### config.mk
export PLATFORM = sky130hd
export DESIGN_NAME = gin_id_scan_loader
export DESIGN_NICKNAME = d
export VERILOG_FILES = /design/src/rtl/gin_cfg_pkg.sv /design/src/rtl/gin_scan_piso.sv /design/src/rtl/gin_id_scan_loader.sv
export SDC_FILE = /design/constraint.sdc
export NUM_CORES = 1
export LEC_CHECK = 0
export ABC_AREA = 1
export CORE_ASPECT_RATIO = 1.5
export CORE_MARGIN = 5
export CORE_UTILIZATION = 45
export CTS_CLUSTER_SIZE = 40
export DETAILED_ROUTE_END_ITERATION = 12
export GPL_TIMING_DRIVEN = 0
export PLACE_DENSITY = 0.77
export SETUP_SLACK_MARGIN = 0.5
export SLEW_MARGIN = 25
export SYNTH_ARGS = -nofsm -noshare
export SYNTH_HDL_FRONTEND = slang
export SYNTH_SLANG_ARGS = --single-unit
### constraint.sdc
create_clock -name link_clk -period 1.74 [get_ports link_clk]
set_input_delay 0.348 -clock link_clk [delete_from_list [all_inputs] [get_ports link_clk]]
set_output_delay 0.348 -clock link_clk [all_outputs]
set_load 0.05 [all_outputs]
### src/rtl/gin_cfg_pkg.sv
// gin_cfg_pkg: loader FSM state encoding, default chain geometry (TAG_WIDTH_DEF, NUM_MCC_DEF) and chain_len() helper
package gin_cfg_pkg;
  typedef enum logic [1:0] {IDLE, SHIFT, VERIFY, DONE} state_t;
  localparam int TAG_WIDTH_DEF = 4;
  localparam int NUM_MCC_DEF = 12;
  function automatic int chain_len(input int num_mcc, input int tag_width);
    return num_mcc * tag_width;
  endfunction
endpackage

### src/rtl/gin_scan_piso.sv
// gin_scan_piso: parallel-load, LSB-first serial-out shifter (clk, rst clears, load<-par, shift, recirc rotates sout back in, sout=q[0])
module gin_scan_piso #(
  parameter int W = 48
) (
  input  logic         clk,
  input  logic         rst,
  input  logic         load,
  input  logic         shift,
  input  logic         recirc,
  input  logic [W-1:0] par,
  output logic         sout
);
  logic [W-1:0] q;
  always_ff @(posedge clk)
    if (rst) q <= '0;
    else if (load) q <= par;
    else if (shift) q <= {recirc & q[0], q[W-1:1]};
  assign sout = q[0];
endmodule

### src/rtl/gin_id_scan_loader.sv
// gin_id_scan_loader: loads cfg_ids into the MCC ID scan chain on start (link_clk/reset; start, cfg_ids, so_chain in; se_chain, si_chain, busy, done, cfg_active, cfg_valid, verify_err out); GIN_SCAN_VERIFY_EN adds a readback VERIFY pass
module gin_id_scan_loader
  import gin_cfg_pkg::*;
#(
  parameter int TAG_WIDTH = TAG_WIDTH_DEF,
  parameter int NUM_MCC = NUM_MCC_DEF
) (
  input  logic                         link_clk,
  input  logic                         reset,
  input  logic                         start,
  input  logic [NUM_MCC*TAG_WIDTH-1:0] cfg_ids,
  input  logic                         so_chain,
  output logic                         se_chain,
  output logic                         si_chain,
  output logic                         busy,
  output logic                         done,
  output logic                         cfg_active,
  output logic                         cfg_valid,
  output logic                         verify_err
);
  localparam int L = chain_len(NUM_MCC, TAG_WIDTH);
  localparam int CNT_WIDTH = $clog2(NUM_MCC*TAG_WIDTH) + 1;
  state_t state, nxt;
  logic [CNT_WIDTH-1:0] cnt;
  logic [L-1:0] stream;
  logic accept, last, shifting, piso_clr, err_now;
  for (genvar k = 0; k < NUM_MCC; k++) begin : g_rev
    assign stream[(NUM_MCC-1-k)*TAG_WIDTH +: TAG_WIDTH] = cfg_ids[k*TAG_WIDTH +: TAG_WIDTH];
  end
`ifdef GIN_SCAN_VERIFY_EN
  localparam state_t AFTER_SHIFT = VERIFY;
  localparam logic RECIRC = 1'b1;
  logic mismatch;
  assign mismatch = state == VERIFY && so_chain != si_chain;
  assign err_now = verify_err || mismatch;
  always_ff @(posedge link_clk)
    if (reset || accept) verify_err <= 1'b0;
    else verify_err <= err_now;
`else
  localparam state_t AFTER_SHIFT = DONE;
  localparam logic RECIRC = 1'b0;
  logic unused_so;
  assign unused_so = so_chain;
  assign err_now = 1'b0;
  assign verify_err = 1'b0;
`endif
  always_comb begin
    accept = state == IDLE && start;
    shifting = state == SHIFT || state == VERIFY;
    last = cnt == CNT_WIDTH'(L - 1);
    nxt = state == IDLE ? (start ? SHIFT : IDLE) :
          state == SHIFT ? (last ? AFTER_SHIFT : SHIFT) :
          state == VERIFY ? (last ? DONE : VERIFY) : IDLE;
    piso_clr = reset || nxt == DONE;
  end
  always_ff @(posedge link_clk)
    if (reset) begin
      state <= IDLE;
      cnt <= '0;
      se_chain <= 1'b0;
      busy <= 1'b0;
      done <= 1'b0;
      cfg_valid <= 1'b0;
    end else begin
      state <= nxt;
      cnt <= shifting && !last ? cnt + 1'b1 : '0;
      se_chain <= nxt == SHIFT || nxt == VERIFY;
      busy <= nxt != IDLE;
      done <= nxt == DONE;
      cfg_valid <= accept ? 1'b0 : nxt == DONE ? !err_now : cfg_valid;
    end
  assign cfg_active = busy;
  gin_scan_piso #(.W(L)) u_piso (
    .clk(link_clk),
    .rst(piso_clr),
    .load(accept),
    .shift(shifting),
    .recirc(RECIRC),
    .par(stream),
    .sout(si_chain)
  );
endmodule

Word-level counts from Yosys, hierarchy flattened
Index checks and enable logic that the tools add are counted.
- bits in registers: 61
- input port bits: 52
- output and inout port bits: 7
- logic and storage cells: 34
- add/subtract/negate cells: 1
- equality and inequality tests: 6
- mux-type cells: 8
- bitwise operators: 1
- reductions and logical operators: 11
- operator list (kind ; number):
    48-bit 2-to-1 mux ; 2
    2-bit 2-to-1 mux ; 4
    7-bit by 1-bit adder with 7-bit output (second input constant) ; 1
    7-bit by 6-bit == test with 1-bit output (second input constant) ; 1
    2-bit == test (second input constant) ; 3
    2-bit by 1-bit == test with 1-bit output (second input constant) ; 2
    2-bit nonzero test ; 2
    2-bit OR reduction ; 2
    1-bit logical OR ; 3
    1-bit logical AND ; 2
    2-bit logical NOT ; 1
    1-bit 2-to-1 mux ; 2
    1-bit logical NOT ; 1
    1-bit inverter ; 1

Logic depth before layout (Yosys ltp)
Gate-level depths: netlist of run 1.
- depth after elaboration: 7
- mapped depth: 11
- depth with buffers taken out: 10

By module
A second synthesis of run 1 with hierarchy kept.
- cell total of the unflattened synthesis: 493
- area, all modules: 3042.9 sq um
- modules (own cells, without submodules) (module ; times used ; cells an instance ; area an instance (sq um) ; seq. area each (sq um)):
    gin_scan_piso ; 1 ; 410 ; 2409.8 ; 960.9
    gin_id_scan_loader ; 1 ; 83 ; 633.1 ; 260.2

Least setup slack after synthesis of run 1
Ideal clock, no wire load.
- path type: register to register
- start: reg state[0]
- end: reg u_piso.q[1]
- library setup time: 0.070 ns
- arrival time: 1.777 ns
- required time: 1.670 ns
- path slack: -0.108 ns
- stages on the path, launching flop included: 12
- buffers on the path: 1
- period minus slack after synthesis: 1.848 ns
- path through: dfxtp_1 -> inv_1 -> ha_1 -> nand2_1 -> inv_2 -> a21oi_1 -> nand2_1 -> ha_1 -> nor2_1 -> inv_2 -> buf_1 -> a21oi_1
- word-level cells in the longest chain between the ends: 6
- elaborated cells between the ends (all ways): 12
- those cells by class: 3 x eq/ne; 4 x mux; 5 x reduce/logical
- ends and longest elaborated chain (item ; RTL line ; source):
    from (decl) ; gin_id_scan_loader.sv:23 ; state_t state, nxt;
    from (signal assigned) ; gin_id_scan_loader.sv:65 ; state <= nxt;
    2-bit == test ; gin_id_scan_loader.sv:53 ; state == VERIFY ? (last ? DONE : VERIFY) : IDLE;
    2-bit 2-to-1 mux ; gin_id_scan_loader.sv:53 ;
    2-bit 2-to-1 mux ; gin_id_scan_loader.sv:52 ; state == SHIFT ? (last ? AFTER_SHIFT : SHIFT) :
    2-bit 2-to-1 mux (*) ; gin_id_scan_loader.sv:51 ; nxt = state == IDLE ? (start ? SHIFT : IDLE) :
    net nxt[0] ; gin_id_scan_loader.sv:23 ;
    2-bit == test (*) ; gin_id_scan_loader.sv:54 ; piso_clr = reset || nxt == DONE;
    1-bit logical OR (*) ; gin_id_scan_loader.sv:54 ;
    to (signal assigned) ; gin_scan_piso.sv:16 ; else if (load) q <= par;
    to (signal assigned) ; gin_scan_piso.sv:17 ; else if (shift) q <= {recirc & q[0], q[W-1:1]};
    to (decl) ; gin_scan_piso.sv:13 ; logic [W-1:0] q;
The timed path passes the listed nets; every way through them passes the cells marked *.
A chain may end at the register's enable or synchronous reset.

Worst setup path in the final report of run 1
- start: reg state[0]
- end: reg u_piso.q[24]
The elaborated chain is that of the path after synthesis.

==> results.sh, run 1 <==
export IMPL_setup_tns_final_ns=-2.025
export IMPL_ant_nets=0
export IMPL_cts_tree="done"
export IMPL_dr_wl_met2_um=4097
export IMPL_layout_min_cycle_time_ns=1.825
export IMPL_cts_htree_levels=3
export IMPL_fin_crit_sh_pct=104.9
export IMPL_drt_met1_wl_um=2958
export IMPL_avgRoutedWirePerCell_um=13.70
export IMPL_slowest_delay_ns=0.37
export IMPL_die_h_um=105.2
export IMPL_cts_buffers_inserted=9
export IMPL_setup_viol=44
export IMPL_grt_overflow_total=0
export IMPL_synth_cell_types=20
export IMPL_end_kind="flip-flop"
export IMPL_start_kind="flip-flop"
export IMPL_max_freq_mhz=547.8
export IMPL_die_w_um=73.50
export IMPL_cts_sinks=61
export IMPL_violations="negative setup slack"
export IMPL_min_path_type="in2reg"
export IMPL_min_to="state[1]"
export IMPL_syn_inst=392
export IMPL_firstDrtPassIters=4
export IMPL_cp_slowest_cell="dfxtp_4"
export IMPL_via_per_inst=5.166
export IMPL_final_cell_mix="nand2_1, dfxtp_1, clkdlybuf4s50_1"
export IMPL_synth_top_area_share_pct=44.87
export IMPL_crit_chain="inv_4 -> ha_4 -> nand2_4 -> inv_6 -> a21oi_4 -> nand2_2 -> ha_4 -> nor2_4 -> clkinv_4 -> clkbuf_16 -> a21oi_4"
export IMPL_drcViolationCount=0
export IMPL_postLayoutCoreUtil_pct=72.65
export IMPL_syn_area_per_cell_um2=6.942
export IMPL_r2r_cells=11
export IMPL_drive_gt1_share_pct=32.11
export IMPL_p_per_area_mw_per_mm2=810.2
export IMPL_ys_ff_latch=61
export IMPL_num_antenna_cells=0
export IMPL_grt_pass1_wl_um=11900
export IMPL_drt_total_wl_um=7687
export IMPL_wl_met3_um=374
export IMPL_drt_initial_drc_count=171
export IMPL_syn_nets=451
export IMPL_place_ws_ns=-0.2157
export IMPL_crit_required_ns=2.02
export IMPL_start_util_pct=46.69
export IMPL_vias=2898
export IMPL_hold_viol=0
export IMPL_synthTopCellsByArea="dfxtp_1, nand2_1, a21oi_1, o21ai_1, ha_1"
export IMPL_syn2layout_area_growth_pct=55.59
export IMPL_gp_congestion=0.7786
export IMPL_clock_latency_ns=0.34
export IMPL_dp_hpwl_um=4664
export IMPL_cp_max_fo=7
export IMPL_pin_count=59
export IMPL_grt_usage_pct=19.31
export IMPL_clock_path_buffers=2
export IMPL_worst_slack_ns=-0.08545
export IMPL_seq_area_frac_synth_pct=44.87
export IMPL_outcome="complete, but fails checks"
export IMPL_top_layer_used="met4"
export IMPL_syn_area_mm2=0.002721
export IMPL_fin_nets=543
export IMPL_reg2reg_from="state[0]"
export IMPL_critPathKind="reg2reg"
export IMPL_synth_largest_area_cell="dfxtp_1"
export IMPL_die_area_mm2=0.007735
export IMPL_min_path_cells=2
export IMPL_min_from="reset"
export IMPL_grt_max_degree=11
export IMPL_core_mm2=0.005828
export IMPL_grt_antenna_before_repair=0
export IMPL_grt_setup_unrepaired="yes"
export IMPL_p_leak_uw=0.001684
export IMPL_timing_final_max_slew_violations=0
export IMPL_numPortBuffers=55
export IMPL_crit_reg2reg_capture="u_piso.q[24]"
export IMPL_grt_pass1_vias=2708
export IMPL_rows=34
export IMPL_peakVddDrop_uv=638.0
export IMPL_path_clk_slew_ns=0.07
export IMPL_layout_commonest_cell="nand2_1"
export IMPL_worst_clock_skew_ns=0.005688
export IMPL_yosysWarnings=0
export IMPL_regToRegSetupSlack_ns=-0.09
export IMPL_cap_violations=0
export IMPL_cts_root_buf="clkbuf_8"
export IMPL_cp_arrival_ns=2.10
-- worst max path at each step --
stage	from	endpoint	slack (ns)
2_1_floorplan	state[0]	u_piso.q[24]	0.20
3_3_place_gp	start	u_piso.q[12]	-0.21
3_5_place_dp	start	u_piso.q[7]	-0.22
4_1_cts	state[1]	u_piso.q[30]	0.07
5_1_grt	state[0]	u_piso.q[24]	-0.15
6_report	state[0]	u_piso.q[24]	-0.09
-- flip-flops by register name, indices dropped and copies added, names as in the netlist --
| name | cells |
|---|---|
| u_piso.q | 48 |
| cnt | 7 |
| busy | 1 |
| cfg_valid | 1 |
| state | 2 |
| se_chain | 1 |
| done | 1 |
-- routing by layer --
| metal | global-route usage, % | vias to the layer above |
|---|---|---|
| li1 | - | 1441 |
| met5 | 0 | - |
| met2 | 33.06 | 74 |
| met1 | 22.16 | 1365 |
| met4 | 10.62 | 0 |
| met3 | 3.143 | 18 |
-- what timing repair did --
| item | 4_1_cts | 5_1_grt |
|---|---|---|
| hold buffers | 0 | 0 |
| setup buffers | 18 | 4 |
| gates resized for setup | 51 | 62 |
| setup endpoints to repair | 65 | 64 |
| pin swaps | 4 | 7 |
| cloned | 2 | 2 |
-- where the power goes --
part           switching, uW  leakage, uW  total (uW)  internal (uW)
clock                    552    0.0000829        1060            506
sequential              60.1     0.000507        1570           1510
combinational            429      0.00109         802            373
total                   1040      0.00168        3430           2390
-- area by class of cell --
cell class,instances,area [um2]
buffer,26,203.9
clock buffer,11,131.4
clock inverter,5,27.53
fill,443,1594
inverter,16,80.08
multi-input combinational,289,1668
sequential,61,1239
tap,72,90.09
timing repair buffer,80,788.3
timing repair inverter,1,6.256
-- critical path: cells and delay by family, from the launching register on --
kind	cells	cell delay, ns
adders and majority gates	2	0.34
AOI/OAI and AO/OA	2	0.24
buffers and inverters	4	0.45
and+or+nand+nor	3	0.36
DFF	1	0.37
-- cells in the mapped netlist, drive strengths merged --
| library cell | count |
|---|---|
| a21oi | 56 |
| buf | 22 |
| clkbuf | 4 |
| conb | 1 |
| dfxtp | 61 |
| ha | 7 |
| inv | 16 |
| nand2 | 153 |
| nand3 | 4 |
| nand4 | 1 |
| nor2 | 15 |
| nor3 | 1 |
| o21ai | 49 |
| xnor2 | 1 |
| xor2 | 1 |
-- cells by family (layout without fill, tap and decap cells) --
group,count (synthesis),after routing,synth area share [%]
flip-flops,61,61,44.87
buffers and inverters,42,139,7.218
AND/OR/NAND/NOR,174,174,24.60
other,1,1,0.1378
AO/OA/AOI/OAI,105,105,19.31
XOR/XNOR,2,2,0.6438
adder cells (fa/ha/maj),7,7,3.218
-- per-stage QoR --
step	hold WS, ns	total power, uW	cell area (um2)	std cells
finish	0.3227	3431	4234	561
global route	0.3404	3587	4234	561
CTS	0.2916	3321	3940	555
detailed placement	0.4505	2249	3576	519
global placement	0.4469	2233	3576	519
floorplan	0.4322	2021	2935	392
Power figures use the tool's default switching activity.
==> run 2, diff against run 1 <==
--- a/config.mk
+++ b/config.mk
@@ -12,6 +12,7 @@
 export CTS_CLUSTER_SIZE = 40
 export DETAILED_ROUTE_END_ITERATION = 12
 export GPL_TIMING_DRIVEN = 0
+export HOLD_SLACK_MARGIN = 0.08
 export PLACE_DENSITY = 0.77
 export SETUP_SLACK_MARGIN = 0.5
 export SLEW_MARGIN = 25
==> constraint.sdc (replaced) <==
create_clock -name link_clk -period 1.74 [get_ports link_clk]
set_input_delay 0.348 -clock link_clk [delete_from_list [all_inputs] [get_ports link_clk]]
set_output_delay 0.348 -clock link_clk [all_outputs]
set_load 0.01 [all_outputs]
==> run 2 against run 1 <==
The run now ends clean. First-iteration DRC count decreased by 4.1%. Clock power is 18% higher. Critical path depth unchanged. Flip-flop and latch count is the same. Largest cell class unchanged.
==> results.sh, run 2 (synthesized netlist as in run 1, its figures left out) <==
export IMPL_outcome="completed"
export IMPL_syn2layout_area_growth_pct=50.16
export IMPL_core_mm2=0.005828
export IMPL_cap_violations=0
export IMPL_fin_nets=535
export IMPL_crit_required_ns=2.03
export IMPL_fin_crit_sh_pct=98.99
export IMPL_gp_congestion=0.7727
export IMPL_ant_nets=0
export IMPL_cts_buffers_inserted=9
export IMPL_grt_setup_unrepaired="yes"
export IMPL_worst_clock_skew_ns=0.01040
export IMPL_avgRoutedWirePerCell_um=13.10
export IMPL_cts_tree="done"
export IMPL_slowest_delay_ns=0.38
export IMPL_cts_htree_levels=3
export IMPL_rows=34
export IMPL_die_w_um=73.50
export IMPL_cts_sinks=61
export IMPL_dp_hpwl_um=4582
export IMPL_start_util_pct=46.69
export IMPL_final_cell_mix="nand2_1, dfxtp_1, clkdlybuf4s50_1"
export IMPL_timing_final_max_slew_violations=0
export IMPL_via_per_inst=5.118
export IMPL_regMostFlops="u_piso.q"
export IMPL_layout_min_cycle_time_ns=1.722
export IMPL_die_h_um=105.2
export IMPL_drcViolationCount=0
export IMPL_grt_pass1_wl_um=11850
export IMPL_cp_buffers_inverters=4
export IMPL_cp_slowest_cell="dfxtp_4"
export IMPL_largest_reg_flops=48
export IMPL_critPathKind="reg2reg"
export IMPL_die_area_mm2=0.007735
export IMPL_numPortBuffers=55
export IMPL_start_kind="flip-flop"
export IMPL_path_clk_slew_ns=0.07
export IMPL_holdBufCountCts=0
export IMPL_cp_max_fo=4
export IMPL_worst_slack_ns=0.01760
export IMPL_cts_root_buf="clkbuf_8"
export IMPL_p_leak_uw=0.001629
export IMPL_end_kind="flip-flop"
export IMPL_pin_count=59
export IMPL_layout_commonest_cell="nand2_1"
export IMPL_largestRegisters="u_piso.q (48), cnt (7), state (2)"
export IMPL_setup_tns_final_ns=0
export IMPL_peakVddDrop_uv=626.5
export IMPL_num_antenna_cells=0
export IMPL_grt_overflow_total=0
export IMPL_hold_viol=0
export IMPL_crit_chain="inv_4 -> ha_4 -> nand2_4 -> inv_6 -> a21oi_4 -> nand2_2 -> ha_4 -> nor2_4 -> buf_6 -> clkinvlp_4 -> a21oi_1"
export IMPL_crit_path_frequent_cell="ha_4"
export IMPL_min_path_type="in2reg"
export IMPL_vias=2830
export IMPL_drt_initial_drc_count=164
export IMPL_place_ws_ns=-0.2325
export IMPL_fill_cells=448
export IMPL_drt_total_wl_um=7247
export IMPL_setup_viol=0
export IMPL_grt_antenna_before_repair=0
export IMPL_clock_latency_ns=0.36
export IMPL_max_freq_mhz=580.6
export IMPL_clock_path_buffers=2
export IMPL_critPathTopFamily="flip-flops"
export IMPL_grt_max_degree=11
export IMPL_firstDrtPassIters=4
export IMPL_grt_usage_pct=19.32
export IMPL_cp_arrival_ns=2.02
export IMPL_p_per_area_mw_per_mm2=867.6
export IMPL_grt_pass1_vias=2779
export IMPL_drive_gt1_share_pct=29.73
run 2: cell count changes in the layout (fill, tap and decap cells not counted), sizes merged:
cell,change
bufinv,+1
clkinv,-1
buf,-13
clkbuf,+5
run 2: cell type report:
type	instances	area [um2]	area share, %
buffer	26	211.5	5.175
clock buffer	11	141.4	3.460
clock inverter	5	50.05	1.225
inverter	16	80.08	1.960
multi-input combinational	289	1590	38.92
sequential	61	1235	30.22
tap	72	90.09	2.205
timing repair buffer	72	680.7	16.66
timing repair inverter	1	7.507	0.1837
run 2: worst register-to-register path: cells and delay by family, from the launching register on:
| family | cells | cell delay, ns |
|---|---|---|
| AOI/OAI and AO/OA | 2 | 0.26 |
| DFF | 1 | 0.38 |
| adders and majority gates | 2 | 0.32 |
| buffers and inverters | 4 | 0.34 |
| and+or+nand+nor | 3 | 0.36 |
run 2: worst paths after layout:
| kind | startpoint | end | slack, ns | depth (start not counted) |
|---|---|---|---|---|
| max | state[0] | u_piso.q[19] | 0.02 | 11 |
| min | reset | state[0] | 0.30 | 2 |
| min reg2reg | u_piso.q[21] | u_piso.q[21] | 0.46 | 2 |
| max reg2reg | state[0] | u_piso.q[19] | 0.02 | 11 |
run 2: metal layers:
layer	GRT usage (%)	wire, um
met1	21.13	2819
met4	11.53	252
met2	33.31	3814
met5	0	0
met3	3.810	359
run 2: power by group:
group / switching (uW) / total, uW / internal [uW] / leakage (uW)
Clock: 558 / 1250 / 690 / 0.000103
Combinational: 378 / 725 / 347 / 0.00102
Sequential: 60.3 / 1570 / 1510 / 0.000507
Total: 996 / 3550 / 2550 / 0.00163
run 2: repair_timing:
action	in CTS	in global routing
pin swaps	7	3
gates resized for setup	66	14
endpoints found under the hold margin	0	0
gates cloned	4	0
buffers inserted	12	2
setup endpoints to repair	65	62
run 2: per-stage QoR:
stage | total power (uW) | utilization [%] | cells | cell area (um2) | hold slack, ns
floorplan | 1991 | - | 392 | 2934 | 0.4322
finish | 3545 | 70.12 | 553 | 4086 | 0.2981
detailed placement | 2219 | 61.34 | 519 | 3575 | 0.4515
global route | 3698 | 70.12 | 553 | 4086 | 0.3216
CTS | 3530 | 69.45 | 551 | 4048 | 0.3069
global placement | 2203 | 61.34 | 519 | 3575 | 0.4469
